`src/rtl/riscv_pkg.sv`:
```
// Shared RV32I core definitions: register-file geometry and the basic scalar types.
// Imported by the register file, its write decoder and the port interface.
package riscv_pkg;

    localparam int REG_ADDR_W = 5;
    localparam int XLEN       = 32;

    typedef logic [REG_ADDR_W-1:0] reg_addr_t;
    typedef logic [XLEN-1:0]       xlen_t;

    localparam reg_addr_t REG_ZERO = 5'd0;

endpackage

```
`src/rtl/reg_file_wr_demux_if.sv`:
```
// Read/write port bundle of the integer register file.
// The master (decode/writeback) drives addresses and write data; the slave (regfile) returns read data.
interface reg_file_wr_demux_if
    import riscv_pkg::*;
#(
    parameter int DATA_WIDTH = XLEN,
    parameter int ADDR_WIDTH = REG_ADDR_W
);

    logic [ADDR_WIDTH-1:0]    a1;
    logic [ADDR_WIDTH-1:0]    a2;
    logic [ADDR_WIDTH-1:0]    a3;
    logic                     we3;
    logic [DATA_WIDTH-1:0]    wd3;
    logic [DATA_WIDTH-1:0]    rd1;
    logic [DATA_WIDTH-1:0]    rd2;
    logic [2**ADDR_WIDTH-1:0] wr_onehot;

    modport master (
        output a1, a2, a3, we3, wd3,
        input  rd1, rd2, wr_onehot
    );

    modport slave (
        input  a1, a2, a3, we3, wd3,
        output rd1, rd2, wr_onehot
    );

endinterface

```
`src/rtl/wr_decoder.sv`:
```
// ADDR_WIDTH-to-2**ADDR_WIDTH one-hot write decoder with enable.
// Bit 0 is forced low so the hardwired zero register can never be written.
module wr_decoder
    import riscv_pkg::*;
#(
    parameter int ADDR_WIDTH = REG_ADDR_W
) (
    input  logic                     en,
    input  logic [ADDR_WIDTH-1:0]    addr,
    output logic [2**ADDR_WIDTH-1:0] onehot
);

    // NOTE: default every combinational output first so no path leaves it unassigned (no latch).
    always_comb begin
        onehot = '0;
        if (en) begin
            onehot[addr] = 1'b1;
        end
        onehot[0] = 1'b0;
    end

endmodule

```
`src/rtl/reg_file_wr_demux.sv`:
```
// RV32I integer register file: 2**ADDR_WIDTH x DATA_WIDTH, one synchronous write port, two combinational read ports.
// Define REGFILE_BYPASS_EN to forward same-cycle write data onto the read ports.
module reg_file_wr_demux
    import riscv_pkg::*;
#(
    parameter int DATA_WIDTH = XLEN,
    parameter int ADDR_WIDTH = REG_ADDR_W
) (
    input  logic               clk,
    input  logic               reset,
    reg_file_wr_demux_if.slave bus
);

    localparam int                    NUM_REGS  = 2**ADDR_WIDTH;
    localparam logic [ADDR_WIDTH-1:0] ADDR_ZERO = ADDR_WIDTH'(REG_ZERO);

    logic [DATA_WIDTH-1:0] regs_q [NUM_REGS];
    logic [DATA_WIDTH-1:0] regs_d [NUM_REGS];
    logic [NUM_REGS-1:0]   wr_en;
    logic                  dec_en;
    logic [DATA_WIDTH-1:0] rd1_stored;
    logic [DATA_WIDTH-1:0] rd2_stored;

    // Writes are blocked while reset is high, so the decode enable is gated here.
    assign dec_en = bus.we3 & ~reset;

    wr_decoder #(
        .ADDR_WIDTH (ADDR_WIDTH)
    ) u_wr_decoder (
        .en     (dec_en),
        .addr   (bus.a3),
        .onehot (wr_en)
    );

    assign bus.wr_onehot = wr_en;

    always_comb begin
        regs_d = regs_q;
        for (int i = 1; i < NUM_REGS; i++) begin
            if (wr_en[i]) begin
                regs_d[i] = bus.wd3;
            end
        end
        regs_d[0] = '0;
    end

    // NOTE: this storage carries an async reset because the core relies on a cleared register file
    // after reset; sequential state uses non-blocking assignments only.
    always_ff @(posedge clk or posedge reset) begin
        if (reset) begin
            for (int i = 0; i < NUM_REGS; i++) begin
                regs_q[i] <= '0;
            end
        end else begin
            regs_q <= regs_d;
        end
    end

    // Address 0 and reset are gated on the read side as well, so x0 reads 0 even before the first reset.
    always_comb begin
        rd1_stored = '0;
        rd2_stored = '0;
        if (!reset && bus.a1 != ADDR_ZERO) begin
            rd1_stored = regs_q[bus.a1];
        end
        if (!reset && bus.a2 != ADDR_ZERO) begin
            rd2_stored = regs_q[bus.a2];
        end
    end

`ifdef REGFILE_BYPASS_EN
    // wr_en already folds in we3, a3 != 0 and ~reset, so one bit selects the forward.
    always_comb begin
        bus.rd1 = wr_en[bus.a1] ? bus.wd3 : rd1_stored;
        bus.rd2 = wr_en[bus.a2] ? bus.wd3 : rd2_stored;
    end
`else
    always_comb begin
        bus.rd1 = rd1_stored;
        bus.rd2 = rd2_stored;
    end
`endif

endmodule

```
`src/flat_wrapper.sv`:
```
// flat-port wrapper written by rule: the top's interface ports become plain ports
module reg_file_wr_demux_flat import riscv_pkg::*;
#(
    parameter int DATA_WIDTH = XLEN,
    parameter int ADDR_WIDTH = REG_ADDR_W
)
  (clk, reset, bus_a1, bus_a2, bus_a3, bus_we3, bus_wd3, bus_rd1, bus_rd2, bus_wr_onehot);
  reg_file_wr_demux_if #(.DATA_WIDTH(DATA_WIDTH), .ADDR_WIDTH(ADDR_WIDTH)) bus_i ();
  input  logic clk;
  input  logic reset;
  input wire logic [$bits(bus_i.a1)-1:0] bus_a1;
  input wire logic [$bits(bus_i.a2)-1:0] bus_a2;
  input wire logic [$bits(bus_i.a3)-1:0] bus_a3;
  input wire logic [$bits(bus_i.we3)-1:0] bus_we3;
  input wire logic [$bits(bus_i.wd3)-1:0] bus_wd3;
  output wire logic [$bits(bus_i.rd1)-1:0] bus_rd1;
  output wire logic [$bits(bus_i.rd2)-1:0] bus_rd2;
  output wire logic [$bits(bus_i.wr_onehot)-1:0] bus_wr_onehot;
  assign bus_i.a1 = bus_a1;
  assign bus_i.a2 = bus_a2;
  assign bus_i.a3 = bus_a3;
  assign bus_i.we3 = bus_we3;
  assign bus_i.wd3 = bus_wd3;
  assign bus_rd1 = bus_i.rd1;
  assign bus_rd2 = bus_i.rd2;
  assign bus_wr_onehot = bus_i.wr_onehot;
  reg_file_wr_demux #(.DATA_WIDTH(DATA_WIDTH), .ADDR_WIDTH(ADDR_WIDTH)) u_core (.clk(clk), .reset(reset), .bus(bus_i));
endmodule
```
`config.mk`:
```
export PLATFORM = sky130hd
export DESIGN_NAME = reg_file_wr_demux_flat
export DESIGN_NICKNAME = d
export VERILOG_FILES = /design/src/rtl/riscv_pkg.sv /design/src/rtl/reg_file_wr_demux_if.sv /design/src/rtl/wr_decoder.sv /design/src/rtl/reg_file_wr_demux.sv /design/src/flat_wrapper.sv
export SDC_FILE = /design/constraint.sdc
export NUM_CORES = 2
export LEC_CHECK = 0
export CAP_MARGIN = 20
export CELL_PAD_IN_SITES_DETAIL_PLACEMENT = 0
export CELL_PAD_IN_SITES_GLOBAL_PLACEMENT = 1
export CORE_MARGIN = 2
export CORE_UTILIZATION = 55
export DETAILED_ROUTE_END_ITERATION = 8
export DONT_BUFFER_PORTS = 1
export GPL_TIMING_DRIVEN = 0
export PLACE_DENSITY_LB_ADDON = 0.1
export SLEW_MARGIN = 15
export SYNTH_ARGS = -nofsm -noshare
export SYNTH_HDL_FRONTEND = slang
export SYNTH_HIERARCHICAL = 1
export SYNTH_SLANG_ARGS = --single-unit
export TNS_END_PERCENT = 100
```
`constraint.sdc`:
```
create_clock -name clk -period 55.8 [get_ports clk]
set_input_delay 2.79 -clock clk [delete_from_list [all_inputs] [get_ports clk]]
set_output_delay 2.79 -clock clk [all_outputs]
set_load 0.01 [all_outputs]
```
# After elaboration in Yosys (flattened, before gate mapping)
# Index checks and enable logic that the tools add are counted.
word_totals:
  regBits: 992
  latchBits: 0
  ramBits: 0
  romBits: 0
  input_bits: 50
  output_inout_bits: 96
  wordCells: 56
  memories: 0
classes:
  addsub: 0
  mul: 0
  div_mod_pow: 0
  magnitude_cmp: 4
  n_eq_ne: 0
  shift: 0
  muxes: 11
  n_bitwise: 4
  n_reduce_logical: 6
ops:
  columns: ["operator", "n"]
  rows:
  - ["$bmux W32 S5", 2]
  - ["$mux W32", 7]
  - ["$ge A6 B6 Y1 const B", 2]
  - ["$not A5 Y6", 2]
  - ["$reduce_bool A5 Y1", 2]
  - ["$lt A5 B6 Y1 const B", 1]
  - ["$demux W1 S5", 1]
  - ["$ge A5 B1 Y1 const B", 1]
  - ["$logic_and A1 B1 Y1", 3]
  - ["$and A1 B1 Y1", 1]
  - ["$logic_not A1 Y1", 1]
  - ["$mux W1", 1]
  - ["$not A1 Y1", 1]

# Logic depth before layout (Yosys ltp)
logic_depth:
  depth_word: 5
  ltp_mapped: 8
  ltp_nobuf: 4

# Cells and area by module
# The synthesis kept the hierarchy.
modules_own_cells:
  columns: ["module", "n_inst", "cells_each", "area_per_inst_um2", "seq_area_each_um2"]
  rows:
  - ["reg_file_wr_demux", 1, 3763, 53498.8, 24823.8]
  - ["wr_decoder", 1, 48, 237.7, 0.0]

# Least setup slack after synthesis
# OpenSTA, ideal clock, no wires.
synth_timing:
  path_type: "input port to output port"
  start: "input port reset"
  end: "output port bus_rd2[0]"
  t_arrival_ns: 25.680
  required_time_ns: 53.010
  slack_ns: 27.330
  path_stages: 3
  n_path_buf: 0
  cell_sequence: "inv_1 o21ai_2 a221oi_1"
synth_between:
  elab_chain_cells: 3
synth_lines:
  columns: ["item", "line", "rtl"]
  rows:
  - ["start, declared", "flat_wrapper.sv:10", "input logic reset;"]
  - ["$logic_not A1 Y1 (no source line)", null, null]
  - ["$logic_and A1 B1 Y1", "reg_file_wr_demux.sv:66", "if (!reset && bus.a2 != ADDR_ZERO) begin"]
  - ["$mux W32", "reg_file_wr_demux.sv:66", null]
  - ["end, declared", "flat_wrapper.sv:17", "output wire logic [$bits(bus_i.rd2)-1:0] bus_rd2;"]
# No other way between the ends.

# Final worst setup path
layout_timing:
  start: "input port bus_a1[0]"
  end: "output port bus_rd1[31]"
layout_between:
  elab_chain_cells: 5
  word_cells_on_any_way: 7
  classes_between: "mux: 4; bitwise: 1; reduce/logical: 2"
layout_lines:
  columns: ["item", "line", "rtl"]
  rows:
  - ["start, declared", "flat_wrapper.sv:11", "input wire logic [$bits(bus_i.a1)-1:0] bus_a1;"]
  - ["$not A5 Y6 (not written as such)", "reg_file_wr_demux.sv:64", "rd1_stored = regs_q[bus.a1];"]
  - ["$bmux W32 S5", "reg_file_wr_demux.sv:64", null]
  - ["$mux W32 (not written as such) (2 in series)", "reg_file_wr_demux.sv:64", null]
  - ["$mux W32 *", "reg_file_wr_demux.sv:63", "if (!reset && bus.a1 != ADDR_ZERO) begin"]
  - ["end, declared", "flat_wrapper.sv:16", "output wire logic [$bits(bus_i.rd1)-1:0] bus_rd1;"]
# Every way passes the cells marked *; elsewhere a longest branch is shown, timed or not. The select of a mux whose other input is x is not followed.

==> results.cfg <==
[grt]
grt_max_degree = 109
antenna_found_initial = 5
grt.overflow.total = 0
first_global_vias = 37500
grt_pass1_wl_um = 280000
grt.total_usage = 0.399

[outcome]
status = finished, final reports clean

[floorplanning]
start_util = 0.556
fp.dieW_um = 317
die_h_um = 317
rows = 114
core_area_mm2 = 0.0967
dieArea_mm2 = 0.100
io_pins = 146

[timing]
min_period_ns = 9.20
final-max-slew-violation-count = 0
tns_ns = 0
finalHoldViolCount = 0
tightest_slew_ns = 1.26
maxSlewHeadroom = 0.159
rsz0062_at_grt = false
fmax_mhz = 109
fin_skew_ns = 0
post-route-period-util = 0.165
finalSetupViolations = 0

[routing]
dr.pass1.iters = 8
drc = 0
wire_per_inst_um = 37.4
drt_iter0_drc = 4592
vias = 37900
wirelength_um = 199000
viasPerCell = 7.11
ant_nets = 0

[setup_path]
cp_max_fo = 10
arrival_ns = 6.41
start_kind = input pin
cp_common_cell = buf_4
path_class = in2out
worstPathRequired_ns = 53.01
path_cells = buf_4 > buf_6 > buf_4 > nor4_1 > nor3_2 > clkbuf_1 > o21ai_0 > a21oi_1
r2r_setup_slack_ns = 54.92
endpoint_kind = output pin
cp_top_family = buffers and inverters
cpPeakStageDelay_ns = 0.87
rr_endpoint = u_core/regs_q[987]$_DFFE_PP0P_
reg2reg_from = u_core/regs_q[987]$_DFFE_PP0P_
reg2reg_depth = 1
crit_end = bus_rd1[31]
cpMaxStageDelayCell = nor3_2
worst-path-stages = 8
path_buf_inv = 4
crit_path_start = bus_a1[0]

[layout]
drive_gt1_frac = 0.445
multi_input_area_mm2 = 0.0269
area.sequential_mm2 = 0.0248
stdcell_count = 5328
nets = 4008
reg.largest.list = u_core/regs_q: 992 flops
syn_to_final_growth_pct = 11.5
nFillCells = 7568
regMostFlops = u_core/regs_q
largest_reg_flops = 992

[clocking]
cts_tree = yes
root_buffer = clkbuf_16
cts-buffers-inserted = 111
cts_num_sinks = 992
clkLatencyLatePin_ns = 0.71
ctsHtreeMaxLevel = 3
post_cts_buffers = 0
holdBufCountCts = 0
cts_resized = 0
clockBufferDepth = 3
cts.clk_slew.worst_paths_ns = 0.05

[logic_synthesis]
synth_edf_count = 0
syn-num-nets = 3861
synthCells = 3811
ys.flop_type = dfrtp_1
ys_top_cells_by_area = dfrtp_1, mux2_2, mux4_2
yosysWarnings = 6
synth_cell_types = 46
avgSynthCellArea_um2 = 14.1
synth_top_area_share = 0.462
async_flop_share = 1.00
ys_seq_area_frac = 0.462
synth-seq-cells = 992
synth_top_area_cell = dfrtp_1
synthesis.area_mm2 = 0.0537

[power]
power_density_mw_per_mm2 = 33.8
power.leakage_nw = 26.5
vdd_drop_max_v = 0.0000256

[placement]
io_buffers = 0
dpl.hpwl_um = 142000
dp.cells = 5110
gp_congestion = 0.973

[hold_path]
hold_path_class = reg2reg
whs_path_depth = 1

[run]
drv_cap = 0
worst min-delay path by stage:
stage / start / endpoint / slack (ns)
floorplan: u_core/regs_q[926]$_DFFE_PP0P_ / u_core/regs_q[926]$_DFFE_PP0P_ / 0.49
global placement: u_core/regs_q[809]$_DFFE_PP0P_ / u_core/regs_q[809]$_DFFE_PP0P_ / 0.50
detailed placement: u_core/regs_q[813]$_DFFE_PP0P_ / u_core/regs_q[813]$_DFFE_PP0P_ / 0.51
CTS: u_core/regs_q[813]$_DFFE_PP0P_ / u_core/regs_q[813]$_DFFE_PP0P_ / 0.52
global route: u_core/regs_q[11]$_DFFE_PP0P_ / u_core/regs_q[11]$_DFFE_PP0P_ / 0.54
finish: u_core/regs_q[174]$_DFFE_PP0P_ / u_core/regs_q[174]$_DFFE_PP0P_ / 0.52
where the power goes:
part / switching, W / internal (W)
Sequential: 0.0000743 / 0.000816
Combinational: 0.000166 / 0.000182
Clock: 0.000313 / 0.000474
Total: 0.000554 / 0.00147
through the flow:
step                      setup WS, ns  hold WS [ns]  cell area (um^2)  utilization  power (W)
after detailed placement         47.04         0.511             55800        0.577    0.00124
after CTS                        47.03         0.524             59700        0.618    0.00202
after global placement           12.53         0.501             55300        0.572    0.00123
after floorplan                  25.07         0.492             53700            -    0.00113
final                            46.60         0.522             59900        0.619    0.00203
after global routing             46.79         0.542             59900        0.619    0.00209
cell usage after synthesis, types with 2 or more instances:
master     count
mux2_2      1120
dfrtp_1      992
mux4_2       322
mux2i_1      254
clkbuf_1     234
a21oi_1      125
buf_1         99
a221o_1       92
buf_2         67
nand2b_1      65
nand2_1       64
a31oi_1       61
a221oi_1      48
nor2_1        37
nand3_1       32
o221ai_1      32
o21ai_0       31
a22oi_1       30
buf_4         30
buf_6         16
a221oi_2      15
nor2b_1       10
a211oi_1       3
inv_1          3
nand4b_1       3
nand4bb_1      3
nand3b_1       2
nor3_1         2
nor4_1         2
layout make-up:
| type | instances | area share |
|---|---|---|
| Multi-Input combinational cell | 2370 | 0.449 |
| Sequential cell | 992 | 0.414 |
| Clock buffer | 166 | 0.0574 |
| Buffer | 446 | 0.0333 |
| Tap cell | 1276 | 0.0267 |
| Timing Repair Buffer | 34 | 0.0101 |
| Clock inverter | 40 | 0.00831 |
| Inverter | 3 | 0.000313 |
| Antenna cell | 1 | 0.0000418 |
cell usage in the layout, fill, tap and decap left out, types with 12 or more instances in the layout:
master / count
a31oi_1: 61
o221ai_1: 32
clkbuf_1: 248
nor2_1: 37
buf_1: 96
buf_2: 68
dfrtp_1: 992
a221o_1: 92
nand3_1: 32
clkbuf_16: 116
mux2i_1: 254
mux2_2: 1120
a221oi_1: 48
a22oi_1: 30
clkinv_2: 24
buf_8: 12
clkbuf_8: 35
a21oi_1: 125
nand2_1: 64
buf_6: 27
buf_4: 30
nand2b_1: 65
mux4_2: 322
o21ai_0: 31
a221oi_2: 15
per-layer routing:
layer	wire length, um	global-route usage	vias up
met2	87900	0.587	2348
met1	77500	0.527	20100
li1	-	-	14900
met5	13	0	-
met4	8700	0.172	2
met3	25200	0.159	502
kinds of logic after synthesis:
kind of cell           count (synthesis)  share of synthesized area
flip-flops                           992                      0.462
AO/OA/AOI/OAI                        447                     0.0623
buffers and inverters                449                     0.0373
other                                  1                  0.0000698
AND/OR/NAND/NOR                      226                     0.0214
multiplexers                        1696                      0.417
(Power assumes the default switching activity.)
